**config.mk**
```make
export PLATFORM = sky130hd
export DESIGN_NAME = i2c_tx_datapath_flat
export DESIGN_NICKNAME = d
export VERILOG_FILES = /design/src/rtl/i2c_tx_datapath_pkg.sv /design/src/rtl/i2c_tx_datapath_if.sv /design/src/rtl/i2c_tx_datapath_seq.sv /design/src/rtl/i2c_tx_datapath.sv /design/src/flat_wrapper.sv
export SDC_FILE = /design/constraint.sdc
export NUM_CORES = 1
export LEC_CHECK = 0
export CORE_ASPECT_RATIO = 0.6
export CORE_MARGIN = 1
export CORE_UTILIZATION = 46
export CTS_BUF_LIST = sky130_fd_sc_hd__clkbuf_4 sky130_fd_sc_hd__clkbuf_8
export CTS_CLUSTER_SIZE = 28
export DETAILED_ROUTE_END_ITERATION = 16
export PLACE_DENSITY = 0.77
export SLEW_MARGIN = 20
export SYNTH_ARGS = -nofsm -noshare
export SYNTH_HDL_FRONTEND = slang
export SYNTH_SLANG_ARGS = --single-unit
```
**constraint.sdc**
```tcl
create_clock -name clk -period 1.55 [get_ports clk]
set_input_delay 0.465 -clock clk [delete_from_list [all_inputs] [get_ports clk]]
set_output_delay 0.465 -clock clk [all_outputs]
set_load 0.02 [all_outputs]
```
**src/rtl/i2c_tx_datapath_pkg.sv**
```systemverilog
// Shared types and constants for the I2C transmit datapath: sequencer states,
// quarter index, per-quarter SCL/SDA patterns and the counter width.
package i2c_tx_pkg;

    localparam int CNT_W = 6;

    typedef enum logic [2:0] {
        ST_IDLE,
        ST_START,
        ST_WRITE,
        ST_ACK,
        ST_STOP
    } seq_state_t;

    typedef logic [1:0] quarter_t;

    localparam quarter_t Q_FIRST  = 2'd0;
    localparam quarter_t Q_SAMPLE = 2'd2;
    localparam quarter_t Q_LAST   = 2'd3;

    // Bit q of each pattern is the line level during quarter Qq.
    localparam logic [3:0] START_SCL = 4'b0111;
    localparam logic [3:0] START_SDA = 4'b0001;
    localparam logic [3:0] STOP_SCL  = 4'b1110;
    localparam logic [3:0] STOP_SDA  = 4'b1100;
    localparam logic [3:0] WRITE_SCL = 4'b1100;
    localparam logic [3:0] ACK_SCL   = 4'b1100;
    localparam logic [3:0] ACK_SDA   = 4'b1111;

    // Line levels {scl, sda} for a slot type in a given quarter; a WRITE
    // slot drives its data bit on SDA for all four quarters.
    function automatic logic [1:0] slot_lines(seq_state_t s, quarter_t q, logic data_bit);
        logic [1:0] lines;
        lines = 2'b11;
        case (s)
            ST_START: lines = {START_SCL[q], START_SDA[q]};
            ST_STOP:  lines = {STOP_SCL[q],  STOP_SDA[q]};
            ST_WRITE: lines = {WRITE_SCL[q], data_bit};
            ST_ACK:   lines = {ACK_SCL[q],   ACK_SDA[q]};
            default:  lines = 2'b11;
        endcase
        return lines;
    endfunction

endpackage

```
**src/rtl/i2c_tx_datapath_if.sv**
```systemverilog
// Strobe/status bundle between the transmit controller and the datapath,
// plus the SCL/SDA bus lines.
interface i2c_tx_datapath_if
    import i2c_tx_pkg::*;
#(
    parameter int DATA_W = 8,
    parameter int ADDR_W = 7
);
    logic [DATA_W-1:0] TXData;
    logic [ADDR_W-1:0] TXAddr;
    logic              LoadTXBuf0;
    logic              LoadTXBuf1;
    logic              ShiftTXBuf0;
    logic              ShiftTXBuf1;
    logic              PassTXBuf;
    logic              LoadAddr;
    logic              SendStartSig;
    logic              SendWriteSig;
    logic              WaitAck;
    logic              SendStopSig;
    logic              ResetTXCount;
    logic              IncTXCount;
    logic              ResetBurstCnt;
    logic              IncBurstCnt;
    logic              SDAIn;
    logic [CNT_W-1:0]  TXCount;
    logic [CNT_W-1:0]  BurstCnt;
    logic              SCL;
    logic              SDAOut;
    logic              Busy;
    logic              SlotDone;
    logic              Ackrecvd;

    // Controller side: issues strobes, observes status and lines.
    modport master (
        output TXData, TXAddr,
        output LoadTXBuf0, LoadTXBuf1, ShiftTXBuf0, ShiftTXBuf1, PassTXBuf, LoadAddr,
        output SendStartSig, SendWriteSig, WaitAck, SendStopSig,
        output ResetTXCount, IncTXCount, ResetBurstCnt, IncBurstCnt,
        output SDAIn,
        input  TXCount, BurstCnt, SCL, SDAOut, Busy, SlotDone, Ackrecvd
    );

    // Datapath side: executes strobes, drives status and lines.
    modport slave (
        input  TXData, TXAddr,
        input  LoadTXBuf0, LoadTXBuf1, ShiftTXBuf0, ShiftTXBuf1, PassTXBuf, LoadAddr,
        input  SendStartSig, SendWriteSig, WaitAck, SendStopSig,
        input  ResetTXCount, IncTXCount, ResetBurstCnt, IncBurstCnt,
        input  SDAIn,
        output TXCount, BurstCnt, SCL, SDAOut, Busy, SlotDone, Ackrecvd
    );

endinterface

```
**src/rtl/i2c_tx_datapath_seq.sv**
```systemverilog
// Bit-slot sequencer: turns one accepted command into a four-quarter SCL/SDA
// slot, samples the acknowledge bit and reports Busy/SlotDone/Ackrecvd.
module i2c_bit_sequencer
    import i2c_tx_pkg::*;
#(
    parameter int CLK_DIV = 4
) (
    input  logic clk,
    input  logic rst_n,
    input  logic start_cmd,
    input  logic stop_cmd,
    input  logic write_cmd,
    input  logic ack_cmd,
    input  logic tx_bit,
    input  logic sda_in,
    output logic scl,
    output logic sda_out,
    output logic busy,
    output logic slot_done,
    output logic ack_recvd
);

    localparam int              DIV_W    = $clog2(CLK_DIV);
    localparam logic [DIV_W-1:0] DIV_LAST = DIV_W'(CLK_DIV - 1);

    seq_state_t       state_reg, state_next;
    logic [DIV_W-1:0] div_reg, div_next;
    quarter_t         quarter_reg, quarter_next;
    logic             scl_reg, scl_next;
    logic             sda_reg, sda_next;
    logic             bit_reg, bit_next;
    logic             ack_sample_reg, ack_sample_next;
    logic             quarter_end;
    logic             slot_end;

    assign quarter_end = (div_reg == DIV_LAST);
    assign slot_end    = (state_reg != ST_IDLE) && quarter_end && (quarter_reg == Q_LAST);

    // State, divider and line registers; reset leaves the bus released.
    always_ff @(posedge clk or negedge rst_n) begin
        if (!rst_n) begin
            state_reg      <= ST_IDLE;
            div_reg        <= '0;
            quarter_reg    <= Q_FIRST;
            scl_reg        <= 1'b1;
            sda_reg        <= 1'b1;
            bit_reg        <= 1'b0;
            ack_sample_reg <= 1'b1;
        end else begin
            state_reg      <= state_next;
            div_reg        <= div_next;
            quarter_reg    <= quarter_next;
            scl_reg        <= scl_next;
            sda_reg        <= sda_next;
            bit_reg        <= bit_next;
            ack_sample_reg <= ack_sample_next;
        end
    end

    // Command acceptance in IDLE, quarter stepping and next line levels.
    always_comb begin
        state_next      = state_reg;
        div_next        = div_reg;
        quarter_next    = quarter_reg;
        scl_next        = scl_reg;
        sda_next        = sda_reg;
        bit_next        = bit_reg;
        ack_sample_next = ack_sample_reg;

        if (state_reg == ST_IDLE) begin
            // Start > Stop > Write > Ack; lower-priority commands are dropped.
            if (start_cmd)      state_next = ST_START;
            else if (stop_cmd)  state_next = ST_STOP;
            else if (write_cmd) state_next = ST_WRITE;
            else if (ack_cmd)   state_next = ST_ACK;

            if (state_next != ST_IDLE) begin
                div_next        = '0;
                quarter_next    = Q_FIRST;
                bit_next        = tx_bit;
                ack_sample_next = 1'b1;
                {scl_next, sda_next} = slot_lines(state_next, Q_FIRST, tx_bit);
            end
        end else begin
            if (state_reg == ST_ACK && quarter_reg == Q_SAMPLE && div_reg == '0) begin
                ack_sample_next = sda_in;
            end

            if (quarter_end) begin
                div_next = '0;
                if (quarter_reg == Q_LAST) begin
                    // Lines keep the last quarter's levels while idle.
                    state_next = ST_IDLE;
                end else begin
                    quarter_next = quarter_reg + 2'd1;
                    {scl_next, sda_next} = slot_lines(state_reg, quarter_reg + 2'd1, bit_reg);
                end
            end else begin
                div_next = div_reg + DIV_W'(1);
            end
        end
    end

    assign scl       = scl_reg;
    assign sda_out   = sda_reg;
    assign busy      = (state_reg != ST_IDLE);
    assign slot_done = slot_end;
    assign ack_recvd = slot_end && (state_reg == ST_ACK) && !ack_sample_reg;

endmodule

```
**src/rtl/i2c_tx_datapath.sv**
```systemverilog
// Transmit datapath: double transmit buffer with address load, bit/byte
// counters, and the bit-slot sequencer that drives SCL/SDA.
module i2c_tx_datapath
    import i2c_tx_pkg::*;
#(
    parameter int DATA_W  = 8,
    parameter int ADDR_W  = 7,
    parameter int CLK_DIV = 4
) (
    input  logic               clk,
    input  logic               rst_n,
    i2c_tx_datapath_if.slave   ctrl
);

    logic [DATA_W-1:0]        buf0_reg, buf0_next;
    logic [DATA_W-1:0]        buf1_reg, buf1_next;
    logic [ADDR_W:0]          addr_word;
    logic [1:0]               cnt_clear;
    logic [1:0]               cnt_step;
    logic [1:0][CNT_W-1:0]    cnt_value;

    // Address byte goes out with a zero R/W bit (write).
    assign addr_word = {ctrl.TXAddr, 1'b0};

    // Buf0 is the shift-out register: address > pass > load > shift.
    always_comb begin
        buf0_next = buf0_reg;
        if (ctrl.LoadAddr)         buf0_next = addr_word;
        else if (ctrl.PassTXBuf)   buf0_next = buf1_reg;
        else if (ctrl.LoadTXBuf0)  buf0_next = ctrl.TXData;
        else if (ctrl.ShiftTXBuf0) buf0_next = {buf0_reg[DATA_W-2:0], 1'b0};
    end

    // Buf1 is the staging buffer; a pass does not disturb it.
    always_comb begin
        buf1_next = buf1_reg;
        if (ctrl.LoadTXBuf1)       buf1_next = ctrl.TXData;
        else if (ctrl.ShiftTXBuf1) buf1_next = {buf1_reg[DATA_W-2:0], 1'b0};
    end

    // Buffer registers.
    always_ff @(posedge clk or negedge rst_n) begin
        if (!rst_n) begin
            buf0_reg <= '0;
            buf1_reg <= '0;
        end else begin
            buf0_reg <= buf0_next;
            buf1_reg <= buf1_next;
        end
    end

    // Counter 0 is TXCount (bits), counter 1 is BurstCnt (bytes).
    assign cnt_clear = {ctrl.ResetBurstCnt, ctrl.ResetTXCount};
    assign cnt_step  = {ctrl.IncBurstCnt,   ctrl.IncTXCount};

    for (genvar gi = 0; gi < 2; gi++) begin : gen_cnt
        logic [CNT_W-1:0] count_reg;

        // Clear wins over increment; increment wraps naturally at 2^CNT_W.
        always_ff @(posedge clk or negedge rst_n) begin
            if (!rst_n)              count_reg <= '0;
            else if (cnt_clear[gi])  count_reg <= '0;
            else if (cnt_step[gi])   count_reg <= count_reg + CNT_W'(1);
        end

        assign cnt_value[gi] = count_reg;
    end

    assign ctrl.TXCount  = cnt_value[0];
    assign ctrl.BurstCnt = cnt_value[1];

    i2c_bit_sequencer #(
        .CLK_DIV (CLK_DIV)
    ) u_seq (
        .clk       (clk),
        .rst_n     (rst_n),
        .start_cmd (ctrl.SendStartSig),
        .stop_cmd  (ctrl.SendStopSig),
        .write_cmd (ctrl.SendWriteSig),
        .ack_cmd   (ctrl.WaitAck),
        .tx_bit    (buf0_reg[DATA_W-1]),
        .sda_in    (ctrl.SDAIn),
        .scl       (ctrl.SCL),
        .sda_out   (ctrl.SDAOut),
        .busy      (ctrl.Busy),
        .slot_done (ctrl.SlotDone),
        .ack_recvd (ctrl.Ackrecvd)
    );

endmodule

```
**src/flat_wrapper.sv**
```systemverilog
// flat-port wrapper written by rule: the top's interface ports become plain ports
module i2c_tx_datapath_flat import i2c_tx_pkg::*;
#(
    parameter int DATA_W  = 8,
    parameter int ADDR_W  = 7,
    parameter int CLK_DIV = 4
)
  (clk, rst_n, ctrl_TXData, ctrl_TXAddr, ctrl_LoadTXBuf0, ctrl_LoadTXBuf1, ctrl_ShiftTXBuf0, ctrl_ShiftTXBuf1, ctrl_PassTXBuf, ctrl_LoadAddr, ctrl_SendStartSig, ctrl_SendWriteSig, ctrl_WaitAck, ctrl_SendStopSig, ctrl_ResetTXCount, ctrl_IncTXCount, ctrl_ResetBurstCnt, ctrl_IncBurstCnt, ctrl_SDAIn, ctrl_TXCount, ctrl_BurstCnt, ctrl_SCL, ctrl_SDAOut, ctrl_Busy, ctrl_SlotDone, ctrl_Ackrecvd);
  i2c_tx_datapath_if #(.DATA_W(DATA_W), .ADDR_W(ADDR_W)) ctrl_i ();
  input  logic clk;
  input  logic rst_n;
  input wire logic [$bits(ctrl_i.TXData)-1:0] ctrl_TXData;
  input wire logic [$bits(ctrl_i.TXAddr)-1:0] ctrl_TXAddr;
  input wire logic [$bits(ctrl_i.LoadTXBuf0)-1:0] ctrl_LoadTXBuf0;
  input wire logic [$bits(ctrl_i.LoadTXBuf1)-1:0] ctrl_LoadTXBuf1;
  input wire logic [$bits(ctrl_i.ShiftTXBuf0)-1:0] ctrl_ShiftTXBuf0;
  input wire logic [$bits(ctrl_i.ShiftTXBuf1)-1:0] ctrl_ShiftTXBuf1;
  input wire logic [$bits(ctrl_i.PassTXBuf)-1:0] ctrl_PassTXBuf;
  input wire logic [$bits(ctrl_i.LoadAddr)-1:0] ctrl_LoadAddr;
  input wire logic [$bits(ctrl_i.SendStartSig)-1:0] ctrl_SendStartSig;
  input wire logic [$bits(ctrl_i.SendWriteSig)-1:0] ctrl_SendWriteSig;
  input wire logic [$bits(ctrl_i.WaitAck)-1:0] ctrl_WaitAck;
  input wire logic [$bits(ctrl_i.SendStopSig)-1:0] ctrl_SendStopSig;
  input wire logic [$bits(ctrl_i.ResetTXCount)-1:0] ctrl_ResetTXCount;
  input wire logic [$bits(ctrl_i.IncTXCount)-1:0] ctrl_IncTXCount;
  input wire logic [$bits(ctrl_i.ResetBurstCnt)-1:0] ctrl_ResetBurstCnt;
  input wire logic [$bits(ctrl_i.IncBurstCnt)-1:0] ctrl_IncBurstCnt;
  input wire logic [$bits(ctrl_i.SDAIn)-1:0] ctrl_SDAIn;
  output wire logic [$bits(ctrl_i.TXCount)-1:0] ctrl_TXCount;
  output wire logic [$bits(ctrl_i.BurstCnt)-1:0] ctrl_BurstCnt;
  output wire logic [$bits(ctrl_i.SCL)-1:0] ctrl_SCL;
  output wire logic [$bits(ctrl_i.SDAOut)-1:0] ctrl_SDAOut;
  output wire logic [$bits(ctrl_i.Busy)-1:0] ctrl_Busy;
  output wire logic [$bits(ctrl_i.SlotDone)-1:0] ctrl_SlotDone;
  output wire logic [$bits(ctrl_i.Ackrecvd)-1:0] ctrl_Ackrecvd;
  assign ctrl_i.TXData = ctrl_TXData;
  assign ctrl_i.TXAddr = ctrl_TXAddr;
  assign ctrl_i.LoadTXBuf0 = ctrl_LoadTXBuf0;
  assign ctrl_i.LoadTXBuf1 = ctrl_LoadTXBuf1;
  assign ctrl_i.ShiftTXBuf0 = ctrl_ShiftTXBuf0;
  assign ctrl_i.ShiftTXBuf1 = ctrl_ShiftTXBuf1;
  assign ctrl_i.PassTXBuf = ctrl_PassTXBuf;
  assign ctrl_i.LoadAddr = ctrl_LoadAddr;
  assign ctrl_i.SendStartSig = ctrl_SendStartSig;
  assign ctrl_i.SendWriteSig = ctrl_SendWriteSig;
  assign ctrl_i.WaitAck = ctrl_WaitAck;
  assign ctrl_i.SendStopSig = ctrl_SendStopSig;
  assign ctrl_i.ResetTXCount = ctrl_ResetTXCount;
  assign ctrl_i.IncTXCount = ctrl_IncTXCount;
  assign ctrl_i.ResetBurstCnt = ctrl_ResetBurstCnt;
  assign ctrl_i.IncBurstCnt = ctrl_IncBurstCnt;
  assign ctrl_i.SDAIn = ctrl_SDAIn;
  assign ctrl_TXCount = ctrl_i.TXCount;
  assign ctrl_BurstCnt = ctrl_i.BurstCnt;
  assign ctrl_SCL = ctrl_i.SCL;
  assign ctrl_SDAOut = ctrl_i.SDAOut;
  assign ctrl_Busy = ctrl_i.Busy;
  assign ctrl_SlotDone = ctrl_i.SlotDone;
  assign ctrl_Ackrecvd = ctrl_i.Ackrecvd;
  i2c_tx_datapath #(.DATA_W(DATA_W), .ADDR_W(ADDR_W), .CLK_DIV(CLK_DIV)) u_core (.clk(clk), .rst_n(rst_n), .ctrl(ctrl_i));
endmodule
```
* Word level (Yosys, flattened, before mapping)
Index checks and enable logic that the tools add are counted.
Cells by class: $add $sub $neg 4, order comparisons 1, equal/unequal tests 12, mux-type cells 47, reduce and logical (&&, ||, !) cells 22
Operators by type and width (number):
- two-way mux 8 bit | 6
- two-way mux 3 bit | 8
- two-way mux 6 bit | 4
- two-way mux 1 bit | 16
- adder 6 x 1 -> 6 bit (second input constant) | 2
- equality test 3 x 2 -> 1 bit (second input constant) | 4
- two-way mux 2 bit | 6
- nonzero test 2 bit | 6
- binary-select mux 1 bit (select 2 bit) | 5
- one-hot mux 2 bit (4 select lines) | 1
- equality test 2 bit (second input constant) | 3
- equality test 3 bit (second input constant) | 2
- logical AND 1 bit | 6
- one-hot mux 2 bit (3 select lines) | 1
- AND reduction 2 bit | 3
- nonzero test 3 bit | 2
- adder 2 x 1 -> 2 bit (second input constant) | 2
- nonzero test 4 bit | 1
- equality test 3 x 1 -> 1 bit (second input constant) | 1
- logical NOT 3 bit | 1
- less-than comparator 2 x 3 -> 1 bit (second input constant) | 1
- AND reduction 3 bit | 1
- logical NOT 2 bit | 1
- inequality test 2 x 1 -> 1 bit (second input constant) | 1
- other kinds (2) | 2
Storage, ports and cells: register bits after elaboration 39, input port bits 32, output and inout bits 17, word-level logic and storage cells 97

* Logic depth before layout (Yosys ltp)
depth after elaboration 9, depth in mapped cells 6, depth with buffers taken out 6

* Hierarchy
Synthesis repeated with hierarchy kept, for this count alone.
Second synthesis, totals: cells, all modules 230, area total of the unflattened synthesis 2130.8 µm²
By module, submodules not included:
- i2c_tx_datapath | instances 1, cells an instance 149, area each 1412.6 µm², sequential area each 700.7 µm²
- i2c_bit_sequencer | instances 1, cells an instance 81, area each 718.2 µm², sequential area each 279.0 µm²

* Least setup slack after synthesis
Ideal clock, no wire load.
path type register -> output, start register u_core.u_seq.state_reg[2], end output ctrl_Ackrecvd, arrival 1222 ps, required time 1085 ps, slack -137 ps, stages on the path, launching flop included 5, buffers on the path 1, cell sequence dfrtp_1 buf_4 and2b_1 nand2_1 nor3_1
Between the ends: word-level cells in the longest chain between the ends 5, elaborated cells on any way between the ends 6, classes of those cells eq/ne: 1; reduce/logical: 5
Ends and longest elaborated chain:
- start: declaration | RTL line i2c_tx_datapath_seq.sv:26 | seq_state_t state_reg, state_next;
- start signal: assignment | RTL line i2c_tx_datapath_seq.sv:50 | state_reg <= state_next;
- nonzero test 3 bit | RTL line i2c_tx_datapath_seq.sv:37 | assign slot_end = (state_reg != ST_IDLE) && quarter_end && (quarter_reg == Q_LAST);
- logical AND 1 bit (2 in a row) | RTL line i2c_tx_datapath_seq.sv:37
- logical AND 1 bit * (2 in a row) | RTL line i2c_tx_datapath_seq.sv:108 | assign ack_recvd = slot_end && (state_reg == ST_ACK) && !ack_sample_reg;
- end: declaration | RTL line flat_wrapper.sv:35 | output wire logic [$bits(ctrl_i.Ackrecvd)-1:0] ctrl_Ackrecvd;
Every way passes the cells marked *; elsewhere a longest branch is shown, timed or not.

* Worst setup path in the final report
start register u_core.u_seq.state_reg[1], end output ctrl_SlotDone
Between the ends: word-level cells in the longest chain between the ends 3
Ends and longest elaborated chain:
- nonzero test 3 bit | RTL line i2c_tx_datapath_seq.sv:37
- logical AND 1 bit (2 in a row) | RTL line i2c_tx_datapath_seq.sv:37
- end: declaration | RTL line flat_wrapper.sv:34 | output wire logic [$bits(ctrl_i.SlotDone)-1:0] ctrl_SlotDone;
Every way passes these cells.

==> impl_metrics.prom <==
# TYPE chip_impl_metric gauge
chip_impl_metric{name="p_leak",unit="uW"} 0.001527
chip_impl_metric{name="sequential_area",unit="sq um"} 979.7
chip_impl_info{name="cts_tree",value="built"} 1
chip_impl_metric{name="vias_per_cell",unit=""} 5.272
chip_impl_info{name="status",value="finished, violations left"} 1
chip_impl_metric{name="worst_ir_drop_on_vdd",unit="V"} 0.0005182
chip_impl_metric{name="min_period",unit="ps"} 1719
chip_impl_metric{name="placer_s_final_routability_congestion_estimate",unit=""} 0.8732
chip_impl_metric{name="h-tree-depth",unit=""} 2
chip_impl_metric{name="synth_simple_gate_area_share",unit=""} 0.1790
chip_impl_metric{name="synth_async_sr_flop_share",unit=""} 1.000
chip_impl_metric{name="synth_compound_area_frac",unit=""} 0.1182
chip_impl_metric{name="swShare",unit=""} 0.3491
chip_impl_metric{name="synth_fp_nets",unit=""} 264
chip_impl_info{name="cpLargestDelayFamily",value="flip-flops"} 1
chip_impl_metric{name="area.growth.synth_to_final",unit="%"} 48.26
chip_impl_metric{name="fin_crit_sh",unit=""} 1.109
chip_impl_metric{name="synth_cells",unit=""} 224
chip_impl_metric{name="cts.path.max_buffers",unit=""} 2
chip_impl_metric{name="worst_clock_skew",unit="ps"} 4.435
chip_impl_metric{name="power_frac_clock",unit=""} 0.192
chip_impl_metric{name="critical_path_buf_inv_count",unit=""} 2
chip_impl_info{name="worst_path_max_delay_cell",value="dfrtp_1"} 1
chip_impl_metric{name="share_of_cell_area_taken_by_muxes_after_synthesis",unit=""} 0.1309
chip_impl_metric{name="synth-edff-count",unit=""} 0
chip_impl_metric{name="worstSkewPairLatency",unit="ps"} 280
chip_impl_metric{name="finalMaxSlewViolations",unit=""} 0
chip_impl_metric{name="grt_usage",unit=""} 0.2273
chip_impl_metric{name="dpl.hpwl",unit="microns"} 3800
chip_impl_metric{name="coreArea",unit="sq um"} 4302
chip_impl_metric{name="power.internal",unit="uW"} 2589
chip_impl_metric{name="yosys_warnings",unit=""} 0
chip_impl_info{name="worstSetupStartpointType",value="flop"} 1
chip_impl_metric{name="timing.critical_path.arrival",unit="ps"} 1250
chip_impl_metric{name="netlist_area",unit="sq um"} 2160
chip_impl_metric{name="num_antenna_cells",unit=""} 0
chip_impl_metric{name="reg2reg_depth",unit=""} 7
chip_impl_metric{name="fmax",unit="MHz"} 581.6
chip_impl_metric{name="grt_overflow",unit=""} 0
chip_impl_metric{name="grt_start_max_net_pins",unit=""} 40
chip_impl_metric{name="net_switching_power_of_the_design",unit="uW"} 1389
chip_impl_info{name="clock_root_buffer",value="clkbuf_8"} 1
chip_impl_metric{name="vias",unit=""} 1961
chip_impl_metric{name="maxCapViolCount",unit=""} 0
chip_impl_metric{name="drive_gt1_frac",unit=""} 0.2853
chip_impl_info{name="most-common-layout-cells",value="buf_4 (36), dfrtp_1 (36), nand2_1 (27)"} 1
chip_impl_metric{name="final-setup-viol-count",unit=""} 8
chip_impl_metric{name="global_route_wire_length_before_repair",unit="microns"} 8528
chip_impl_metric{name="post_synthesis_share_of_cell_area_spent_on_full_adders_half_adders_and_majority_gates",unit=""} 0.04635
chip_impl_metric{name="grt_pass1_vias",unit=""} 1866
chip_impl_metric{name="timing.max_slew.rel_slack",unit=""} 0.7290
chip_impl_info{name="timing.rr.start",value="u_core.u_seq.quarter_reg[0]$_DFFE_PN0P_"} 1
chip_impl_metric{name="number_of_fill_cells_in_the_layout",unit=""} 312
chip_impl_metric{name="antenna_found_initial",unit=""} 0
chip_impl_info{name="regToRegEndpoint",value="u_core.u_seq.scl$_DFFE_PN1P_"} 1
chip_impl_info{name="critical_path.endpoint_type",value="primary output"} 1
chip_impl_metric{name="synth-xor-area-share",unit=""} 0.03244
chip_impl_metric{name="yosys_register_bits",unit=""} 39
chip_impl_metric{name="power.density_cell_area",unit="nW/um^2"} 1242
chip_impl_metric{name="floorplan.die_area",unit="sq um"} 4982
chip_impl_metric{name="critical_path.max_fanout",unit=""} 3
chip_impl_metric{name="required_worst_endpoint",unit="ps"} 1080
chip_impl_metric{name="initial_utilization",unit=""} 0.5020
chip_impl_metric{name="postLayoutSetupSlackWorst",unit="ps"} -169.5
chip_impl_metric{name="detailedRoute.firstIterationViolations",unit=""} 142
chip_impl_metric{name="layout_cells_excl_fill",unit=""} 372
chip_impl_metric{name="die_y",unit="microns"} 55.08
chip_impl_metric{name="synthesis.area_per_instance",unit="sq um"} 9.641
chip_impl_metric{name="numnets_final",unit=""} 351
chip_impl_info{name="synth_flop_cell",value="dfrtp_1"} 1
chip_impl_metric{name="logic_gate_share_of_total_power",unit=""} 0.454
chip_impl_metric{name="detail_route.first_pass.iterations",unit=""} 4
chip_impl_metric{name="max_slew.worst_pin.slew",unit="ps"} 402.3
chip_impl_metric{name="cpPeakStageDelay",unit="ps"} 400
chip_impl_info{name="grt_setup_unrepaired",value="true"} 1
chip_impl_metric{name="sequential_fraction_of_the_synthesis_area",unit=""} 0.4537
chip_impl_metric{name="rows",unit=""} 18
chip_impl_metric{name="final_util",unit=""} 0.7443
chip_impl_metric{name="r2r_setup_slack",unit="ps"} -90
chip_impl_metric{name="pwr-share-seq",unit=""} 0.354
chip_impl_metric{name="detail_route.drc_violations",unit=""} 0
chip_impl_metric{name="finalHoldViolations",unit=""} 0
chip_impl_metric{name="placed_cells",unit=""} 359
chip_impl_metric{name="synth.distinct_cells",unit=""} 36
chip_impl_info{name="critical_path.cell_chain",value="buf_6 -> nor3_4 -> nor2_1 -> buf_4"} 1
chip_impl_metric{name="multi_input_area",unit="sq um"} 1202
chip_impl_info{name="violations",value="negative setup slack"} 1
chip_impl_metric{name="drt-wirelength-per-cell",unit="microns"} 15.12
chip_impl_metric{name="clk_pin_slew",unit="ps"} 80
chip_impl_info{name="hold_crit_class",value="input port to asynchronous set/reset pin"} 1
chip_impl_metric{name="cts.sink_count",unit=""} 39
chip_impl_info{name="critical_path_class",value="flop to primary output"} 1
chip_impl_metric{name="io_pins",unit=""} 49
chip_impl_metric{name="die_width",unit="microns"} 90.46
chip_impl_info{name="dominant_combinational_cell_family_by_area_after_synthesis",value="simple AND/OR/NAND/NOR gates"} 1
chip_impl_metric{name="numCtsBuffers",unit=""} 5
chip_impl_metric{name="routed_wl",unit="microns"} 5626
chip_impl_metric{name="place.port_buffers",unit=""} 48
chip_impl_metric{name="antenna_left",unit=""} 0
==> worst register-to-register path: stages (launching register included) <==
cell and delay (ps):
dfrtp_1 360, buf_4 140, inv_1 70, ha_1 350, nand2_1 80, a21oi_1 210, a21oi_1 90, mux2_4 280
==> cell families (layout without fill, tap and decap cells) <==
logic type                 count (synthesis)  in the layout
and+or+nand+nor                           83             83
AOI/OAI and AO/OA                         44             44
DFF                                       39             39
muxes                                     26             26
buffers and inverters                     16            104
adders and majority gates                  8              8
xor gates and xnor gates                   8              8
==> how the worst max path moves through the flow <==
stage,from,to,slack [ps],cells past startpoint
after floorplan,ctrl_SendWriteSig,u_core.u_seq.scl$_DFFE_PN1P_,-70,3
after global placement,ctrl_SendWriteSig,u_core.u_seq.bit_reg$_DFFE_PN0P_,-500,4
after detailed placement,ctrl_SendWriteSig,u_core.u_seq.bit_reg$_DFFE_PN0P_,-530,4
after CTS,u_core.u_seq.state_reg[1]$_DFFE_PN0P_,ctrl_SlotDone,-180,4
after global routing,u_core.u_seq.state_reg[1]$_DFFE_PN0P_,ctrl_SlotDone,-230,4
final,u_core.u_seq.state_reg[1]$_DFFE_PN0P_,ctrl_SlotDone,-170,4
==> synth_stat cells (all sizes together), types with 2 or more instances <==
master  number  area (sq um)
or3          2         12.51
ha           8         100.1
mux2i       24         252.7
nor2b        2         12.51
mux2         2         30.03
xnor2        2         17.52
o21ai       19         95.09
dfstp        3         78.83
inv          5         18.77
nor3b        2         15.01
a21oi       15         75.07
or4          2         18.77
nor2        29         108.9
buf          7         50.05
clkbuf       4         16.26
xor2         6         52.55
nand4        5         31.28
dfrtp       36         900.9
nor3         4         31.28
nand2       31         116.4
a22o         3         26.28
nand3        2         10.01
o31ai        4         30.03
==> routing by layer <==
layer	up-vias	track usage	part of all wire
met5	-	0	0
met4	0	0.07258	0.013
met3	9	0.04918	0.060
met2	80	0.3677	0.44
met1	918	0.3132	0.49
li1	954	-	-
==> power groups by stage <==
stage | sequential (uW) | clock, uW | combinational, uW
global placement | 1380 | 0 | 1440
global route | 1430 | 823 | 1920
finish | 1410 | 765 | 1810
detailed placement | 1390 | 0 | 1500
CTS | 1380 | 778 | 1570
floorplan | 1400 | 0 | 816
==> timing repair <==
action,CTS,global route
pin swaps,5,10
hold buffers,0,0
buffers inserted,2,3
endpoints found under the setup margin,33,19
resized for setup,54,23
gates cloned,1,0
==> through the flow <==
step | setup WS, ps | area (sq um) | hold WS (ps) | power, uW | TNS, ps
detailed placement | -526.7 | 2970 | 447.7 | 2890 | -7180
CTS | -179.5 | 3120 | 143.9 | 3724 | -535.0
global placement | -499.1 | 2970 | 452.3 | 2824 | -6933
finish | -169.5 | 3202 | 132.1 | 3978 | -721.2
global route | -230.2 | 3202 | 145.8 | 4171 | -1169
floorplan | -66.59 | 2180 | 169.4 | 2217 | -299.2
==> layout make-up <==
class | count | area share
multi-input cells | 169 | 0.3755
flip-flops and latches | 39 | 0.3060
repair buffers | 91 | 0.2567
clock buffers | 8 | 0.03243
well taps | 60 | 0.02345
inverters | 5 | 0.005862
Note: power is estimated with default switching activity, not from simulation.
